File: config.mk
export PLATFORM = sky130hd
export DESIGN_NAME = dungeon_grid_fsm
export DESIGN_NICKNAME = d
export VERILOG_FILES = /design/src/rtl/dungeon_pkg.sv /design/src/rtl/dungeon_pos_tracker.sv /design/src/rtl/dungeon_grid_fsm.sv
export SDC_FILE = /design/constraint.sdc
export NUM_CORES = 1
export LEC_CHECK = 0
export CAP_MARGIN = 20
export CORE_MARGIN = 2
export CORE_UTILIZATION = 25
export CTS_BUF_LIST = sky130_fd_sc_hd__clkbuf_8
export DETAILED_ROUTE_END_ITERATION = 7
export GPL_TIMING_DRIVEN = 0
export SLEW_MARGIN = 20
export SYNTH_ARGS = -nofsm -noshare
export SYNTH_HDL_FRONTEND = slang
export SYNTH_SLANG_ARGS = --single-unit
File: constraint.sdc
create_clock -name clk -period 3.65 [get_ports clk]
set_input_delay 0.5475 -clock clk [delete_from_list [all_inputs] [get_ports clk]]
set_output_delay 0.5475 -clock clk [all_outputs]
set_load 0.02 [all_outputs]
File: src/rtl/dungeon_pkg.sv
// Shared types and width helpers for the dungeon grid game controller.
// Imported by the position tracker and the top-level FSM.
package dungeon_pkg;

    typedef enum logic [2:0] {
        EXPLORE = 3'd0,
        COMBAT  = 3'd1,
        VICTORY = 3'd2,
        DEPART  = 3'd3,
        DEAD    = 3'd4
    } game_state_e;

    typedef enum logic [2:0] {
        DIR_NONE = 3'd0,
        DIR_N    = 3'd1,
        DIR_S    = 3'd2,
        DIR_E    = 3'd3,
        DIR_W    = 3'd4
    } dir_e;

    function automatic int clog2_min1(input int v);
        return (v > 1) ? $clog2(v) : 1;
    endfunction

    function automatic int moves_width(input int max_moves);
        return clog2_min1(max_moves + 1);
    endfunction

    // Anything other than exactly one button is treated as no request.
    function automatic dir_e decode_dir(
        input logic n,
        input logic s,
        input logic e,
        input logic w
    );
        case ({n, s, e, w})
            4'b1000: return DIR_N;
            4'b0100: return DIR_S;
            4'b0010: return DIR_E;
            4'b0001: return DIR_W;
            default: return DIR_NONE;
        endcase
    endfunction

endpackage

File: src/rtl/dungeon_pos_tracker.sv
// Player position register with grid-edge blocking and one-hot room decode.
// The owning FSM decides when a move is taken or the start room is reloaded.
module dungeon_pos_tracker
    import dungeon_pkg::*;
#(
    parameter int COLS      = 3,
    parameter int ROWS      = 3,
    parameter int START_IDX = 0,
    parameter int XW        = clog2_min1(COLS),
    parameter int YW        = clog2_min1(ROWS),
    parameter int IW        = clog2_min1(ROWS * COLS)
) (
    input  logic                   clk,
    input  logic                   load_start,
    input  logic                   enable,
    input  dir_e                   dir,
    output logic [XW-1:0]          pos_x,
    output logic [YW-1:0]          pos_y,
    output logic                   blocked,
    output logic [IW-1:0]          next_idx,
    output logic [ROWS*COLS-1:0]   room_onehot
);

    localparam logic [XW-1:0] START_X = XW'(START_IDX % COLS);
    localparam logic [YW-1:0] START_Y = YW'(START_IDX / COLS);
    localparam logic [XW-1:0] X_MAX   = XW'(COLS - 1);
    localparam logic [YW-1:0] Y_MAX   = YW'(ROWS - 1);

    logic [XW-1:0] x_q, x_d, nx;
    logic [YW-1:0] y_q, y_d, ny;
    logic [IW-1:0] cur_idx;

    always_comb begin
        nx      = x_q;
        ny      = y_q;
        blocked = 1'b0;
        case (dir)
            DIR_N: if (y_q == '0) blocked = 1'b1;
                   else ny = y_q - YW'(1);
            DIR_S: if (y_q == Y_MAX) blocked = 1'b1;
                   else ny = y_q + YW'(1);
            DIR_E: if (x_q == X_MAX) blocked = 1'b1;
                   else nx = x_q + XW'(1);
            DIR_W: if (x_q == '0) blocked = 1'b1;
                   else nx = x_q - XW'(1);
            default: ;
        endcase
        next_idx = IW'(int'(ny) * COLS + int'(nx));
        cur_idx  = IW'(int'(y_q) * COLS + int'(x_q));
        x_d = x_q;
        y_d = y_q;
        if (load_start) begin
            x_d = START_X;
            y_d = START_Y;
        end else if (enable) begin
            x_d = nx;
            y_d = ny;
        end
    end

    always_comb begin
        room_onehot = '0;
        for (int i = 0; i < ROWS * COLS; i++) begin
            room_onehot[i] = (cur_idx == IW'(i));
        end
    end

    always_ff @(posedge clk) begin
        x_q <= x_d;
        y_q <= y_d;
    end

    assign pos_x = x_q;
    assign pos_y = y_q;

endmodule

File: src/rtl/dungeon_grid_fsm.sv
// Adventure-game controller: room grid walk, sticky items, move limit
// and a single-cycle dragon combat resolution.
module dungeon_grid_fsm
    import dungeon_pkg::*;
#(
    parameter int COLS       = 3,
    parameter int ROWS       = 3,
    parameter int START_IDX  = 0,
    parameter int SWORD_IDX  = 6,
    parameter int WIZARD_IDX = 2,
    parameter int DRAGON_IDX = 8,
    parameter int MAX_MOVES  = 20
) (
    input  logic                               clk,
    input  logic                               reset,
    input  logic                               start,
    input  logic                               n,
    input  logic                               s,
    input  logic                               e,
    input  logic                               w,
    output logic [ROWS*COLS-1:0]               room_onehot,
    output logic [clog2_min1(COLS)-1:0]        pos_x,
    output logic [clog2_min1(ROWS)-1:0]        pos_y,
    output logic [moves_width(MAX_MOVES)-1:0]  moves,
    output logic [2:0]                         game_state,
    output logic                               sw,
    output logic                               wz,
    output logic                               win,
    output logic                               dead,
    output logic                               bump
);

    localparam int NR = ROWS * COLS;
    localparam int IW = clog2_min1(NR);
    localparam int MW = moves_width(MAX_MOVES);
    localparam logic [MW-1:0] MOVE_LIMIT = MW'(MAX_MOVES);

    if (START_IDX >= NR || SWORD_IDX >= NR ||
        WIZARD_IDX >= NR || DRAGON_IDX >= NR ||
        START_IDX == SWORD_IDX || START_IDX == WIZARD_IDX ||
        START_IDX == DRAGON_IDX || SWORD_IDX == WIZARD_IDX ||
        SWORD_IDX == DRAGON_IDX || WIZARD_IDX == DRAGON_IDX ||
        COLS < 2 || ROWS < 2 || MAX_MOVES < 1) begin : g_bad_cfg
        $fatal(1, "dungeon_grid_fsm: bad room/grid parameters");
    end

    game_state_e   state_q, state_d;
    logic [MW-1:0] moves_q, moves_d;
    logic          sw_q, sw_d;
    logic          wz_q, wz_d;
    logic          bump_q, bump_d;
    logic          restart;
    logic          move_en;
    logic          blocked;
    logic [IW-1:0] next_idx;
    dir_e          dir;

    assign dir = decode_dir(n, s, e, w);

    dungeon_pos_tracker #(
        .COLS      (COLS),
        .ROWS      (ROWS),
        .START_IDX (START_IDX)
    ) u_pos (
        .clk         (clk),
        .load_start  (reset | restart),
        .enable      (move_en),
        .dir         (dir),
        .pos_x       (pos_x),
        .pos_y       (pos_y),
        .blocked     (blocked),
        .next_idx    (next_idx),
        .room_onehot (room_onehot)
    );

    always_comb begin
        state_d = state_q;
        moves_d = moves_q;
        sw_d    = sw_q;
        wz_d    = wz_q;
        bump_d  = 1'b0;
        restart = 1'b0;
        move_en = 1'b0;
        if (start) begin
            state_d = EXPLORE;
            moves_d = '0;
            sw_d    = 1'b0;
            wz_d    = 1'b0;
            restart = 1'b1;
        end else begin
            case (state_q)
                EXPLORE: begin
                    if (dir != DIR_NONE && blocked) begin
                        bump_d = 1'b1;
                    end else if (dir != DIR_NONE) begin
                        move_en = 1'b1;
                        if (moves_q != MOVE_LIMIT) moves_d = moves_q + MW'(1);
                        sw_d = sw_q | (next_idx == IW'(SWORD_IDX));
                        wz_d = wz_q | (next_idx == IW'(WIZARD_IDX));
                        // Reaching the dragon wins over running out of moves.
                        if (next_idx == IW'(DRAGON_IDX)) state_d = COMBAT;
                        else if (moves_d == MOVE_LIMIT) state_d = DEAD;
                    end
                end
                COMBAT: begin
                    if (wz_q)      state_d = DEPART;
                    else if (sw_q) state_d = VICTORY;
                    else           state_d = DEAD;
                end
                VICTORY, DEPART, DEAD: ;
                default: begin
                    state_d = EXPLORE;
                    moves_d = '0;
                    sw_d    = 1'b0;
                    wz_d    = 1'b0;
                    restart = 1'b1;
                end
            endcase
        end
    end

    always_ff @(posedge clk) begin
        if (reset) begin
            state_q <= EXPLORE;
            moves_q <= '0;
            sw_q    <= 1'b0;
            wz_q    <= 1'b0;
            bump_q  <= 1'b0;
        end else begin
            state_q <= state_d;
            moves_q <= moves_d;
            sw_q    <= sw_d;
            wz_q    <= wz_d;
            bump_q  <= bump_d;
        end
    end

    assign moves      = moves_q;
    assign game_state = state_q;
    assign sw         = sw_q;
    assign wz         = wz_q;
    assign bump       = bump_q;
    assign win        = (state_q == VICTORY) || (state_q == DEPART);
    assign dead       = (state_q == DEAD);

endmodule

### Word-level counts from Yosys, hierarchy flattened

Cells that the tools add are included.

| storage, ports and cells | value |
|---|---|
| flip-flop bits (word level) | 15 |
| input port bits | 7 |
| output and inout bits | 26 |
| logic and storage cells | 106 |

| cells by class | value |
|---|---|
| $add $sub $neg | 7 |
| $mul | 2 |
| eq/ne operators | 30 |
| multiplexer cells | 40 |
| bitwise gates (word level) | 6 |
| reductions and logical operators | 14 |

Operator list:

| operator | number |
|---|---|
| two-way mux 5 bit | 7 |
| == test 4 x 3 -> 1 bit, second input constant | 6 |
| two-way mux 3 bit | 6 |
| == test 4 x 2 -> 1 bit, second input constant | 4 |
| two-way mux 1 bit | 15 |
| == test 3 x 2 -> 1 bit, second input constant | 4 |
| == test 4 bit, second input constant | 3 |
| one-hot mux 3 bit (4 select lines) | 1 |
| one-hot mux 5 bit (2 select lines) | 1 |
| one-hot mux 3 bit (3 select lines) | 1 |
| adder 4 x 3 -> 4 bit | 2 |
| == test 4 x 1 -> 1 bit, second input constant | 2 |
| multiplier 2 x 2 -> 4 bit, second input constant | 2 |
| two-way mux 2 bit | 4 |
| one-hot mux 2 bit (2 select lines) | 2 |
| == test 3 x 1 -> 1 bit, second input constant | 2 |
| == test 3 bit, second input constant | 2 |
| OR reduction 3 bit | 2 |
| adder 5 x 1 -> 5 bit, second input constant | 1 |
| == test 5 bit, second input constant | 1 |
| inequality test 5 bit, second input constant | 1 |
| OR reduction 5 bit | 1 |
| adder 2 x 1 -> 2 bit, second input constant | 2 |
| == test 2 bit, second input constant | 2 |
| 17 further kinds | 25 |

### Longest topological paths before layout

| depth | value |
|---|---|
| word-level depth | 14 |
| depth in mapped cells | 14 |
| gate-level depth less buffers | 14 |

### By module

A second synthesis with hierarchy kept.

| second synthesis, totals | value |
|---|---|
| cells, all modules | 194 |
| area, all modules | 1604.0 um^2 |

By module, submodules not included:

| module | instances | cells an instance | area each (um^2) | sequential area each (um^2) |
|---|---|---|---|---|
| dungeon_grid_fsm | 1 | 112 | 918.4 | 220.2 |
| dungeon_pos_tracker | 1 | 82 | 685.7 | 80.1 |

### Worst setup path after synthesis

No wires, ideal clock.

| timing path | value |
|---|---|
| path type | input port to flip-flop |
| start | input port n |
| end | register state_q[2] (netlist: game_state[2]) |
| setup time | 0.128 ns |
| data arrival time | 3.348 ns |
| required time | 3.522 ns |
| setup slack | 0.175 ns |
| stages on the path | 10 |
| path buffers | 0 |
| cell sequence | or4b_1 -> o221a_2 -> fa_1 -> ha_1 -> inv_1 -> fa_1 -> nor4b_1 -> a2111oi_0 -> a21oi_1 -> nor3_1 |

| on the way | value |
|---|---|
| longest elaborated chain between the ends | 11 |
| elaborated cells on any way between the ends | 25 |
| those cells by class | add/sub: 1; mul: 1; eq/ne: 12; mux: 8; reduce/logical: 3 |

Ends and longest elaborated chain:

| element | line | source |
|---|---|---|
| start: declaration | dungeon_grid_fsm.sv:17 | `input logic n,` |
| == test 4 x 1 -> 1 bit (tied with other cells) | dungeon_pkg.sv:36 | `case ({n, s, e, w})` |
| one-hot mux 3 bit (4 select lines) * | dungeon_pkg.sv:36 |  |
| == test 3 x 2 -> 1 bit / == test 3 x 1 -> 1 bit (equally long branches) | dungeon_pos_tracker.sv:37 | `case (dir)` |
| one-hot mux 2 bit (2 select lines) * | dungeon_pos_tracker.sv:37 |  |
| net u_pos.ny[0] | dungeon_pos_tracker.sv:30 | `logic [YW-1:0] y_q, y_d, ny;` |
| multiplier 2 x 2 -> 4 bit * | dungeon_pos_tracker.sv:48 | `next_idx = IW'(int'(ny) * COLS + int'(nx));` |
| adder 4 x 3 -> 4 bit * | dungeon_pos_tracker.sv:48 |  |
| == test 4 bit * | dungeon_grid_fsm.sv:101 | `if (next_idx == IW'(DRAGON_IDX)) state_d = COMBAT;` |
| two-way mux 3 bit | dungeon_grid_fsm.sv:101 |  |
| two-way mux 3 bit | dungeon_grid_fsm.sv:95 | `end else if (dir != DIR_NONE) begin` |
| two-way mux 3 bit | dungeon_grid_fsm.sv:93 | `if (dir != DIR_NONE && blocked) begin` |
| one-hot mux 3 bit (3 select lines) | dungeon_grid_fsm.sv:91 | `case (state_q)` |
| end signal: assignment | dungeon_grid_fsm.sv:130 | `state_q <= state_d;` |
| end: declaration | dungeon_grid_fsm.sv:47 | `game_state_e state_q, state_d;` |

Mark *: on every way through the listed nets, which the timed path passes. The rest lies on a longest branch. The select of a mux whose other input is x is not followed.
A chain may end at the register's enable or synchronous reset.

### Final worst setup path

| timing path | value |
|---|---|
| start | input port e |
| end | register state_q[2] (netlist: game_state[2]) |

| on the way | value |
|---|---|
| longest elaborated chain between the ends | 11 |
| elaborated cells on any way between the ends | 25 |
| those cells by class | add/sub: 1; mul: 1; eq/ne: 12; mux: 8; reduce/logical: 3 |

Ends and longest elaborated chain:

| element | line | source |
|---|---|---|
| start: declaration | dungeon_grid_fsm.sv:19 | `input logic e,` |
| == test 4 x 1 -> 1 bit (tied with other cells) | dungeon_pkg.sv:36 |  |
| one-hot mux 3 bit (4 select lines) * | dungeon_pkg.sv:36 |  |
| == test 3 x 2 -> 1 bit / == test 3 x 1 -> 1 bit (equally long branches) | dungeon_pos_tracker.sv:37 |  |
| one-hot mux 2 bit (2 select lines) * | dungeon_pos_tracker.sv:37 |  |
| net u_pos.ny[1] | dungeon_pos_tracker.sv:30 |  |
| multiplier 2 x 2 -> 4 bit * | dungeon_pos_tracker.sv:48 |  |
| adder 4 x 3 -> 4 bit * | dungeon_pos_tracker.sv:48 |  |
| == test 4 bit * | dungeon_grid_fsm.sv:101 |  |
| two-way mux 3 bit | dungeon_grid_fsm.sv:101 |  |
| two-way mux 3 bit | dungeon_grid_fsm.sv:95 |  |
| two-way mux 3 bit | dungeon_grid_fsm.sv:93 |  |
| one-hot mux 3 bit (3 select lines) | dungeon_grid_fsm.sv:91 |  |

Marks and branches as above.

==> metrics <==
Buf/Inv on CP=2; most used cell, CP=fa_1; Initial Utilization=25.9%; Port-buffer cells=32; Hold WC Path Type=reg2reg; setup slack, reg-to-reg=roughly 230 ps; number of global-route vias before repair=1,208; drt pass-1 iters=4; max-slew violation count=0; area added between synthesis and finish=37.6%; Pwr Total=0.000382 W; asr flop ratio synth=0%; worst vdd ir=0.104 mV; DRC Markers=0; peak fanout along the critical path=5; met2 WL=between 1500 and 2000 um; placed insts=280; gr ovfl total=0; clock-pin slew on the worst setup and hold paths=60 ps; Sequential Power Share=43.6%; cell row count=27; RSZ-0062 raised after global routing=no; Tcrit/Tclk final=96.1%; register area share after synthesis=21.1%; number of I/O pins=33; Die X=79.5 um; top post-synthesis cells by area=dfxtp_1, ha_1, fa_1; H-tree lvl count=1; CP max stage cell=fa_1; post-synth cell types=42; first-pass GRT wire length=5630 um; crit-path cells=clkdlybuf4s15_1 > or4b_4 > o221a_4 > fa_1 > ha_1 > inv_1 > fa_1 > nor4b_4 > a2111oi_2 > a21oi_1 > nor3_1; post-DP HPWL=2510 um; CTS Buf Count=3; switching share of power=26.8%; worst path required time=~3800 ps; Skew-Pair Late Insertion Delay=240 ps; Internal=0.000279 W; Ys Warns=0; drt via density=about 4.7; setup ws final=142 ps; metal1 wirelength=1630 um; Setup CP Type=in2reg; CORE AREA=5510 sq um; most frequent cell after synthesis=nand2_1; Iter 0 DRT Violations=148; die area=6320 sq um; Max Cap Viol=0; Wirelength per Cell=11.9 um; critical path launch point type=input port; fin nets=241; Psw=~0.00010 W; TritonCTS clock tree=done; post-route insts no fill=287; CTS root buf=clkbuf_8; met3 WL=103 um; PD cells=195 nW/um^2; Routed Antenna Nets=0; Die Y=79.5 um; clk buf depth=2; Crit path max-delay family=adder cells; Syn Area/Cell=8.09 sq um; placer congestion estimate=roughly 0.75; Final Util=between 30% and 40%; run status=complete, no violations; Post-synth EDFFs=0; Clock Skew=4.38 ps; post-synth top area cell=dfxtp_1; CP max stage delay=550 ps; dpl ws=-615 ps; Antenna diodes=0; antenna violations before repair=0; power share of the combinational group=about 22%; top sig layer=met4; Max Freq=285 MHz; synth cell count leaders=nand2_1, nor2_1, dfxtp_1; final count of hold timing violations=0; CP Data Arrival Time=3670 ps; setup violators final=0; cells after synthesis=176; FF+latch count, synth=15; GRT Overall Usage=~11%; share of cells above drive strength 1=13.0%; Rel. slew slack=54.4%; Fillers=567; area of the mapped netlist=1420 sq um; syn_nets=between 200 and 250; WL final=3430 um; Post-synth top flop=dfxtp_1; Clock power frac=34.3%; Synth top area share=21.1%; Vias=1,346; Setup TNS Final=0 ps; Least-Margin Pin Slew=678 ps; Hold-fix buffers, CTS=0; Leak=around 0.78 nW; CP Capture Type=flip-flop; clock sinks=15; min Tclk post-route=roughly 3500 ps; largest net degree at the start of global routing=11
[through the flow]
stage	hold WS [ps]	instance area (sq um)
after floorplan	566	1420
after global placement	518	1830
after detailed placement	519	1830
after CTS	528	1930
after global routing	575	1960
final	524	1960
[routing by layer]
metal	global-route usage, %	vias up
li1	-	707
met1	14.8	618
met2	18.2	19
met3	1.70	2
met4	3.10	0
met5	0	-
[worst reg2reg max path: cells and delay by family (launching register included)]
family                   cells  cell delay [ps]
AO/OA/AOI/OAI                4              780
adder cells (fa/ha/maj)      4             1350
buffers and inverters        2              180
flip-flops                   1              430
AND/OR/NAND/NOR              3              590
[final timing paths]
check | cells after the start | start | endpoint
worst max-delay path | 11 | e | game_state[2]
worst min-delay path | 2 | moves[1] | moves[1]
worst max register to register | 13 | u_pos.pos_y[0] | game_state[2]
worst min register to register | 2 | moves[1] | moves[1]
[power by group through the flow]
stage / Sequential (W) / Clock [W] / Combinational [W]
after floorplan: 0.000171 / 0 / 0.0000516
after global placement: 0.000170 / 0 / 0.0000751
after detailed placement: 0.000170 / 0 / 0.0000752
after CTS: 0.000167 / 0.000136 / 0.0000825
after global routing: 0.000167 / 0.000146 / 0.0000924
final: 0.000167 / 0.000131 / 0.0000846
[cell type report]
class,count,area (sq um),share of cell area [%]
inverter,11,41.3,2.11
clock buffer,3,41.3,2.11
clock inverter,1,3.75,0.192
timing repair buffer,35,347,17.7
buffer,11,65.1,3.32
multi-input combinational,139,1070,54.5
tap,72,90.1,4.60
sequential,15,304,15.5
[cell families (layout without fill, tap and decap cells)]
kind of cell	Yosys count	after routing	share of synthesized area, %
compound gates	28	28	14.5
xor+xnor	2	2	1.23
fa+ha+maj	18	18	17.9
buf+inv	22	61	7.47
flops	15	15	21.1
mux	7	7	4.92
simple gates	84	84	32.9
[what timing repair did]
item	in CTS	in global routing
setup endpoints to repair	2	7
buffers inserted	2	1
gates resized for setup	9	8
pin swaps	7	8
[cells in the final DEF (no fill, tap or decap), types with 4 or more instances in the layout]
cell and instances:
clkdlybuf4s50_1 28, nand2_1 17, nor2_1 15, ha_1 14, inv_1 12, dfxtp_1 12, nor3_1 9, nor2b_1 7
mux2i_1 7, nand3b_1 6, o21ai_0 6, nor4_1 5, a21oi_1 5, buf_4 4, buf_2 4, clkbuf_1 4
fa_1 4
[flip-flops by register name, indices dropped and copies added, names as in the netlist]
register	count
bump	1
game_state	3
u_pos.pos_x	2
u_pos.pos_y	2
wz	1
moves	5
sw	1
Power figures use the tool's default switching activity.
